===== src/rtl/mem_pkg.sv =====
`default_nettype none
// ============================================================================
// Module   : mem_pkg
// Purpose  : Shared encodings for the data-memory access controller:
//            access-size codes, FSM state codes and an alignment helper.
// Revision : 1.0  initial release
// ============================================================================
package mem_pkg;

    // Access size encodings carried on req_size
    localparam logic [1:0] c_size_byte = 2'b00;
    localparam logic [1:0] c_size_half = 2'b01;
    localparam logic [1:0] c_size_word = 2'b10;
    localparam logic [1:0] c_size_rsvd = 2'b11;

    // Controller FSM state encodings
    localparam int         c_state_w   = 3;
    localparam logic [2:0] c_st_idle   = 3'd0;
    localparam logic [2:0] c_st_rd     = 3'd1;
    localparam logic [2:0] c_st_rmw_rd = 3'd2;
    localparam logic [2:0] c_st_wr     = 3'd3;
    localparam logic [2:0] c_st_resp   = 3'd4;

    // A half access must sit on an even byte, a word access on a word boundary
    function automatic logic is_misaligned(input logic [1:0] size, input logic [1:0] offset);
        logic r;
        case (size)
            c_size_half: r = offset[0];
            c_size_word: r = (offset != 2'b00);
            default:     r = 1'b0;
        endcase
        return r;
    endfunction

endpackage
`default_nettype wire


===== src/rtl/byte_lane_align.sv =====
`default_nettype none
// ============================================================================
// Module   : byte_lane_align
// Purpose  : Combinational lane steering. Extracts and extends a load from a
//            memory word, and merges right-aligned store data into the lanes
//            of a previously read word (little-endian lanes).
// Revision : 1.0  initial release
// ============================================================================
module byte_lane_align
    import mem_pkg::*;
(
    input  logic [31:0] i_rdata,
    input  logic [1:0]  i_offset,
    input  logic [1:0]  i_size,
    input  logic        i_is_unsigned,
    input  logic [31:0] i_wdata,
    output logic [31:0] o_load_data,
    output logic [31:0] o_store_word
);

    logic [31:0] w_shifted;

    // Bring the addressed byte/half down to bit 0
    assign w_shifted = i_rdata >> {i_offset, 3'b000};

    // Load extension: zero or sign extend the selected lane(s)
    always_comb begin
        o_load_data = w_shifted;
        case (i_size)
            c_size_byte: o_load_data = i_is_unsigned ? {24'h0, w_shifted[7:0]}
                                                     : {{24{w_shifted[7]}}, w_shifted[7:0]};
            c_size_half: o_load_data = i_is_unsigned ? {16'h0, w_shifted[15:0]}
                                                     : {{16{w_shifted[15]}}, w_shifted[15:0]};
            default:     o_load_data = w_shifted;
        endcase
    end

    // Store merge: each lane takes new data when selected, else keeps the read word
    for (genvar k = 0; k < 4; k++) begin : g_lane
        localparam logic [1:0] c_k = 2'(k);
        logic       w_sel;
        logic [7:0] w_src;

        // Lane select and source byte for this lane
        always_comb begin
            w_sel = 1'b1;
            w_src = i_wdata[8*k +: 8];
            case (i_size)
                c_size_byte: begin
                    w_sel = (i_offset == c_k);
                    w_src = i_wdata[7:0];
                end
                c_size_half: begin
                    w_sel = (i_offset[1] == c_k[1]);
                    w_src = c_k[0] ? i_wdata[15:8] : i_wdata[7:0];
                end
                default: begin
                    w_sel = 1'b1;
                    w_src = i_wdata[8*k +: 8];
                end
            endcase
        end

        assign o_store_word[8*k +: 8] = w_sel ? w_src : i_rdata[8*k +: 8];
    end

endmodule
`default_nettype wire


===== src/rtl/mem_access_ctrl.sv =====
`default_nettype none
// ============================================================================
// Module   : mem_access_ctrl
// Purpose  : Initiator side of the data-memory port. Accepts byte/half/word
//            loads and stores, does read-modify-write for sub-word stores and
//            aligns/extends load data. One request in flight at a time.
// Revision : 1.0  initial release
// ============================================================================
module mem_access_ctrl
    import mem_pkg::*;
#(
    parameter int DEPTH = 128
) (
    input  logic        clk,
    input  logic        rst_n,
    input  logic        req_valid,
    output logic        req_ready,
    input  logic        req_we,
    input  logic [1:0]  req_size,
    input  logic        req_unsigned,
    input  logic [31:0] req_addr,
    input  logic [31:0] req_wdata,
    output logic        resp_valid,
    output logic [31:0] resp_rdata,
    output logic        resp_err,
    output logic        MemToWrite,
    output logic [31:0] Address,
    output logic [31:0] WriteData,
    input  logic [31:0] ReadData
);

    localparam logic [31:0] c_depth = 32'(DEPTH);

    logic [c_state_w-1:0] r_state;
    logic [c_state_w-1:0] w_state_next;

    // Latched request fields
    logic [1:0]  r_size;
    logic        r_unsigned;
    logic [1:0]  r_off;
    logic [31:0] r_wdata;

    // Output registers
    logic        r_mem_we;
    logic [31:0] r_addr;
    logic [31:0] r_mem_wdata;
    logic        r_resp_valid;
    logic [31:0] r_resp_rdata;
    logic        r_resp_err;

    // Next values for the output registers
    logic        w_mem_we_nxt;
    logic [31:0] w_mem_wdata_nxt;
    logic        w_resp_valid_nxt;
    logic [31:0] w_resp_rdata_nxt;
    logic        w_resp_err_nxt;

    logic        w_accept;
    logic        w_req_err;
    logic [31:0] w_load_data;
    logic [31:0] w_store_word;

    assign req_ready = (r_state == c_st_idle);
    assign w_accept  = req_valid && req_ready;

    // Out-of-range word index, misaligned address or reserved size
    assign w_req_err = (req_size == c_size_rsvd)
                    || is_misaligned(req_size, req_addr[1:0])
                    || ({2'b00, req_addr[31:2]} >= c_depth);

    byte_lane_align u_align (
        .i_rdata       (ReadData),
        .i_offset      (r_off),
        .i_size        (r_size),
        .i_is_unsigned (r_unsigned),
        .i_wdata       (r_wdata),
        .o_load_data   (w_load_data),
        .o_store_word  (w_store_word)
    );

    // FSM state register
    always_ff @(posedge clk or negedge rst_n) begin
        if (!rst_n) begin
            r_state <= c_st_idle;
        end else begin
            r_state <= w_state_next;
        end
    end

    // FSM next-state decode
    always_comb begin
        w_state_next = r_state;
        case (r_state)
            c_st_idle: begin
                if (req_valid) begin
                    if (w_req_err)                     w_state_next = c_st_resp;
                    else if (!req_we)                  w_state_next = c_st_rd;
                    else if (req_size == c_size_word)  w_state_next = c_st_wr;
                    else                               w_state_next = c_st_rmw_rd;
                end
            end
            c_st_rd:     w_state_next = c_st_resp;
            c_st_rmw_rd: w_state_next = c_st_wr;
            c_st_wr:     w_state_next = c_st_resp;
            c_st_resp:   w_state_next = c_st_idle;
            default:     w_state_next = c_st_idle;
        endcase
    end

    // FSM outputs: next values of the registered memory and response ports
    always_comb begin
        w_mem_we_nxt     = (w_state_next == c_st_wr);
        w_mem_wdata_nxt  = r_mem_wdata;
        w_resp_valid_nxt = (w_state_next == c_st_resp);
        w_resp_rdata_nxt = r_resp_rdata;
        w_resp_err_nxt   = r_resp_err;

        // Full-word stores go straight to memory; sub-word stores take the merged word
        if ((r_state == c_st_idle) && (w_state_next == c_st_wr)) begin
            w_mem_wdata_nxt = req_wdata;
        end else if (r_state == c_st_rmw_rd) begin
            w_mem_wdata_nxt = w_store_word;
        end

        // Response payload is only updated when a response is issued, then held
        if (w_state_next == c_st_resp) begin
            w_resp_rdata_nxt = (r_state == c_st_rd) ? w_load_data : 32'h0;
            w_resp_err_nxt   = (r_state == c_st_idle);
        end
    end

    // Request field latches, captured on the accept edge
    always_ff @(posedge clk or negedge rst_n) begin
        if (!rst_n) begin
            r_size     <= c_size_byte;
            r_unsigned <= 1'b0;
            r_off      <= 2'b00;
            r_wdata    <= 32'h0;
            r_addr     <= 32'h0;
        end else if (w_accept) begin
            r_size     <= req_size;
            r_unsigned <= req_unsigned;
            r_off      <= req_addr[1:0];
            r_wdata    <= req_wdata;
            r_addr     <= {2'b00, req_addr[31:2]};
        end
    end

    // Output registers; async reset drops the write enable immediately
    always_ff @(posedge clk or negedge rst_n) begin
        if (!rst_n) begin
            r_mem_we     <= 1'b0;
            r_mem_wdata  <= 32'h0;
            r_resp_valid <= 1'b0;
            r_resp_rdata <= 32'h0;
            r_resp_err   <= 1'b0;
        end else begin
            r_mem_we     <= w_mem_we_nxt;
            r_mem_wdata  <= w_mem_wdata_nxt;
            r_resp_valid <= w_resp_valid_nxt;
            r_resp_rdata <= w_resp_rdata_nxt;
            r_resp_err   <= w_resp_err_nxt;
        end
    end

    assign MemToWrite = r_mem_we;
    assign Address    = r_addr;
    assign WriteData  = r_mem_wdata;
    assign resp_valid = r_resp_valid;
    assign resp_rdata = r_resp_rdata;
    assign resp_err   = r_resp_err;

endmodule
`default_nettype wire


===== config.mk =====
export PLATFORM = sky130hd
export DESIGN_NAME = mem_access_ctrl
export DESIGN_NICKNAME = d
export VERILOG_FILES = /design/src/rtl/mem_pkg.sv /design/src/rtl/byte_lane_align.sv /design/src/rtl/mem_access_ctrl.sv
export SDC_FILE = /design/constraint.sdc
export NUM_CORES = 1
export LEC_CHECK = 0
export ABC_AREA = 0
export CAP_MARGIN = 20
export CORE_ASPECT_RATIO = 1.75
export CORE_MARGIN = 4
export CORE_UTILIZATION = 35
export CTS_BUF_LIST = sky130_fd_sc_hd__clkbuf_4 sky130_fd_sc_hd__clkbuf_8
export DETAILED_ROUTE_END_ITERATION = 8
export HOLD_SLACK_MARGIN = 0.03
export PLACE_DENSITY = 0.64
export SLEW_MARGIN = 20
export SYNTH_ARGS = -nofsm -noshare
export SYNTH_HDL_FRONTEND = slang
export SYNTH_SLANG_ARGS = --single-unit

===== constraint.sdc =====
create_clock -name clk -period 5.3 [get_ports clk]
set_input_delay 0.53 -clock clk [delete_from_list [all_inputs] [get_ports clk]]
set_output_delay 0.53 -clock clk [all_outputs]
set_load 0.05 [all_outputs]

==> flow_summary.ini <==
[worst_setup_path]
critical_path.cell_chain = nor2b_1 -> o2bb2ai_1 -> nand2_1 -> a2111oi_4 -> a221o_1
cp_max_fo = 30
cpPeakStageDelay_ns = 0.95
start_kind = flop
path_class = reg2reg
rrSetupSlack_ns = 2.30
r2r_cells = 5
regToRegEndpoint = resp_rdata[16]
cpMaxStageDelayCell = dfrtp_1
cp_data_arrival_time_ns = 3.38
worst_ep_required_time_ns = 5.68
r2r_start = r_off[1]
end_kind = flop

[yosys]
ys.flop_type = dfrtp_1
synth_compound_area_share_pct = 16.93
synth_top_family_by_area = compound AO/OA/AOI/OAI gates
synth_edf_count = 0
ys_ff_latch = 137
synth_common_cells = dfrtp_1, mux2_2, nand2_1
syn_inst = 620
yosys.cell_count.top_type = dfrtp_1
synth_cell_type_count = 51
syn_avg_cell_area_um2 = 10.94
synthAdderAreaFrac_pct = 0.5533
synth_warnings = 0
ys_async_sr_fraction_pct = 100.0
seq_area_frac_synth_pct = 50.53
synth_xor_area_share_pct = 0
synthSimpleGateAreaFrac_pct = 10.90
syn-cell-area_um2 = 6784
yosysTopAreaCellShare_pct = 50.53
synth_area_leaders = dfrtp_1, mux2_2, nand2_1
netlist.top_cell.by_area = dfrtp_1
yosys-mux-area-fraction_pct = 16.84

[grt]
grt_pass1_wl_um = 34250
grt_max_degree = 86
grt_pass1_vias = 5952
grt_usage_pct = 20.78
antenna_found_initial = 0
overflow = 0

[timing]
timing.final.crit_share_pct = 56.58
maxSlewHeadroom_pct = 30.54
skew_ns = 0.02191
hold_violations = 0
rsz0062_at_grt = no
maxSlewViolCount = 0
worstMarginPinSlew_ns = 1.042
min_period_ns = 2.999
max_freq_mhz = 333.4
finalSetupViolCount = 0
fin_ws_ns = 2.301
tns_ns = 0

[routing]
drt_iter0_drc = 311
wl_per_cell_um = 21.33
vias = 5605
drc = 0
ant_nets = 0
drt_wl_total_um = 22500
vias_per_cell = 5.313
dr.pass1.iters = 5

[finish]
seqCellArea_um2 = 3428
drive_gt1_share_pct = 16.73
multiInputGateArea_um2 = 3089
fin_nets = 907
final_area_um2 = 9365
fillers = 1785
area_growth_pct = 38.05

[clocking]
clk_pin_slew_worst_paths_ns = 0.08
cts-root-buf = clkbuf_8
h-tree-depth = 4
ctsResizeCount = 0
post_cts_buffers = 0
clk_latency_ns = 0.46
numCtsBuffers = 17
hold_buffers = 0
cts_tree = yes
cts_max_path_buffers = 2
numClockSinks = 137

[floorplanning]
ios = 203
dieArea_um2 = 21760
core_um2 = 19110
die_h_um = 192.2
initial_utilization_pct = 35.49
rows = 67
die_w_um = 113.2

[placed_design]
place_congestion = 0.8910
pre_cts_slack_ns = 1.918
hpwlAfterDp_um = 16940
dpl_cell_area_um2 = 8927
io_buffers = 200

[flow_run]
maxCapViolCount = 0

[power_and_ir_drop]
power_density_nw_per_um2 = 303.3
leakage_nw = 3.880
ir_worst_vdd_uv = 149.2

[run_status]
outcome = completed

[min_path]
hold_path.class = in2async
## layout by cell type, fill, tap and decap left out, types with 3 or more instances in the layout
cell / Yosys / layout
clkdlybuf4s50_1: 0 / 199
dfrtp_1: 137 / 137
mux2_2: 80 / 80
nand2_1: 73 / 73
o21ai_0: 33 / 33
a21oi_1: 29 / 29
nor2_1: 27 / 27
nand3_1: 26 / 26
o211ai_1: 24 / 24
mux2i_1: 23 / 23
a221o_1: 19 / 19
o2bb2ai_1: 17 / 17
clkbuf_8: 0 / 17
inv_1: 14 / 14
buf_4: 8 / 7
nor4_1: 7 / 6
a22oi_1: 6 / 6
o221a_2: 5 / 5
nor3_1: 4 / 4
clkinv_4: 0 / 4
bufinv_16: 0 / 4
nand2b_1: 3 / 3
nor4_2: 2 / 3
o41ai_1: 3 / 3
a22o_1: 3 / 3
a211o_1: 3 / 3
a2bb2oi_1: 3 / 3
o21ai_1: 3 / 3
ha_1: 3 / 3
inv_6: 0 / 3
## per-layer routing
layer	vias up	track usage, %	share of wire [%]
li1	2635	-	-
met1	2753	22.71	37
met2	182	38.42	54
met3	35	4.477	5.3
met4	0	8.515	3.3
met5	-	0	0
## worst max path at each step
stage / from / slack, ns / cells after the start / end
final: r_off[1] / 2.30 / 5 / resp_rdata[16]
after global routing: r_off[1] / 2.07 / 5 / resp_rdata[22]
after CTS: r_off[1] / 2.34 / 5 / resp_rdata[16]
after detailed placement: req_size[0] / 1.92 / 7 / resp_rdata[16]
after global placement: req_addr[16] / 2.00 / 6 / resp_rdata[18]
after floorplan: req_size[0] / 3.14 / 7 / resp_rdata[30]
## final cells by class
cell class	instances	area share, %
sequential	137	36.61
multi-input combinational	424	32.99
timing repair buffer	207	21.95
tap	241	3.220
clock buffer	18	2.578
clock inverter	13	2.071
inverter	14	0.5611
antenna	1	0.02672
## state kept, by name, summed over array words and instances (netlist names)
| signal | flops |
|---|---|
| WriteData | 32 |
| r_wdata | 32 |
| resp_rdata | 32 |
| Address | 30 |
| r_state | 3 |
| r_off | 2 |
| r_size | 2 |
| MemToWrite | 1 |
| r_unsigned | 1 |
| resp_err | 1 |
| resp_valid | 1 |
## power breakdown
| part | total, mW | switching (mW) | internal [mW] |
|---|---|---|---|
| logic | 0.680 | 0.392 | 0.287 |
| registers | 1.19 | 0.0731 | 1.12 |
| clock network | 0.967 | 0.446 | 0.522 |
## stage by stage
stage	std cells	power, mW	utilization (%)	hold WS (ns)
after floorplan	621	1.608	-	0.2344
after global placement	1023	1.890	46.71	0.4752
after detailed placement	1023	1.894	46.71	0.4709
after CTS	1054	2.860	48.99	0.1584
after global routing	1054	2.953	48.99	0.1903
final	1055	2.840	49.00	0.1225
## worst max-delay path, delay by kind of cell (launching register included)
family           cells  cell delay (ns)
AO/OA/AOI/OAI        3             1.31
flip-flops           1             0.95
AND/OR/NAND/NOR      2             0.66
## cell families after synthesis
family | count (synthesis)
AND/OR/NAND/NOR | 158
flip-flops | 137
AO/OA/AOI/OAI | 157
multiplexers | 104
adder cells (fa/ha/maj) | 3
buffers and inverters | 60
other | 1
Note: power is estimated with default switching activity, not from simulation.
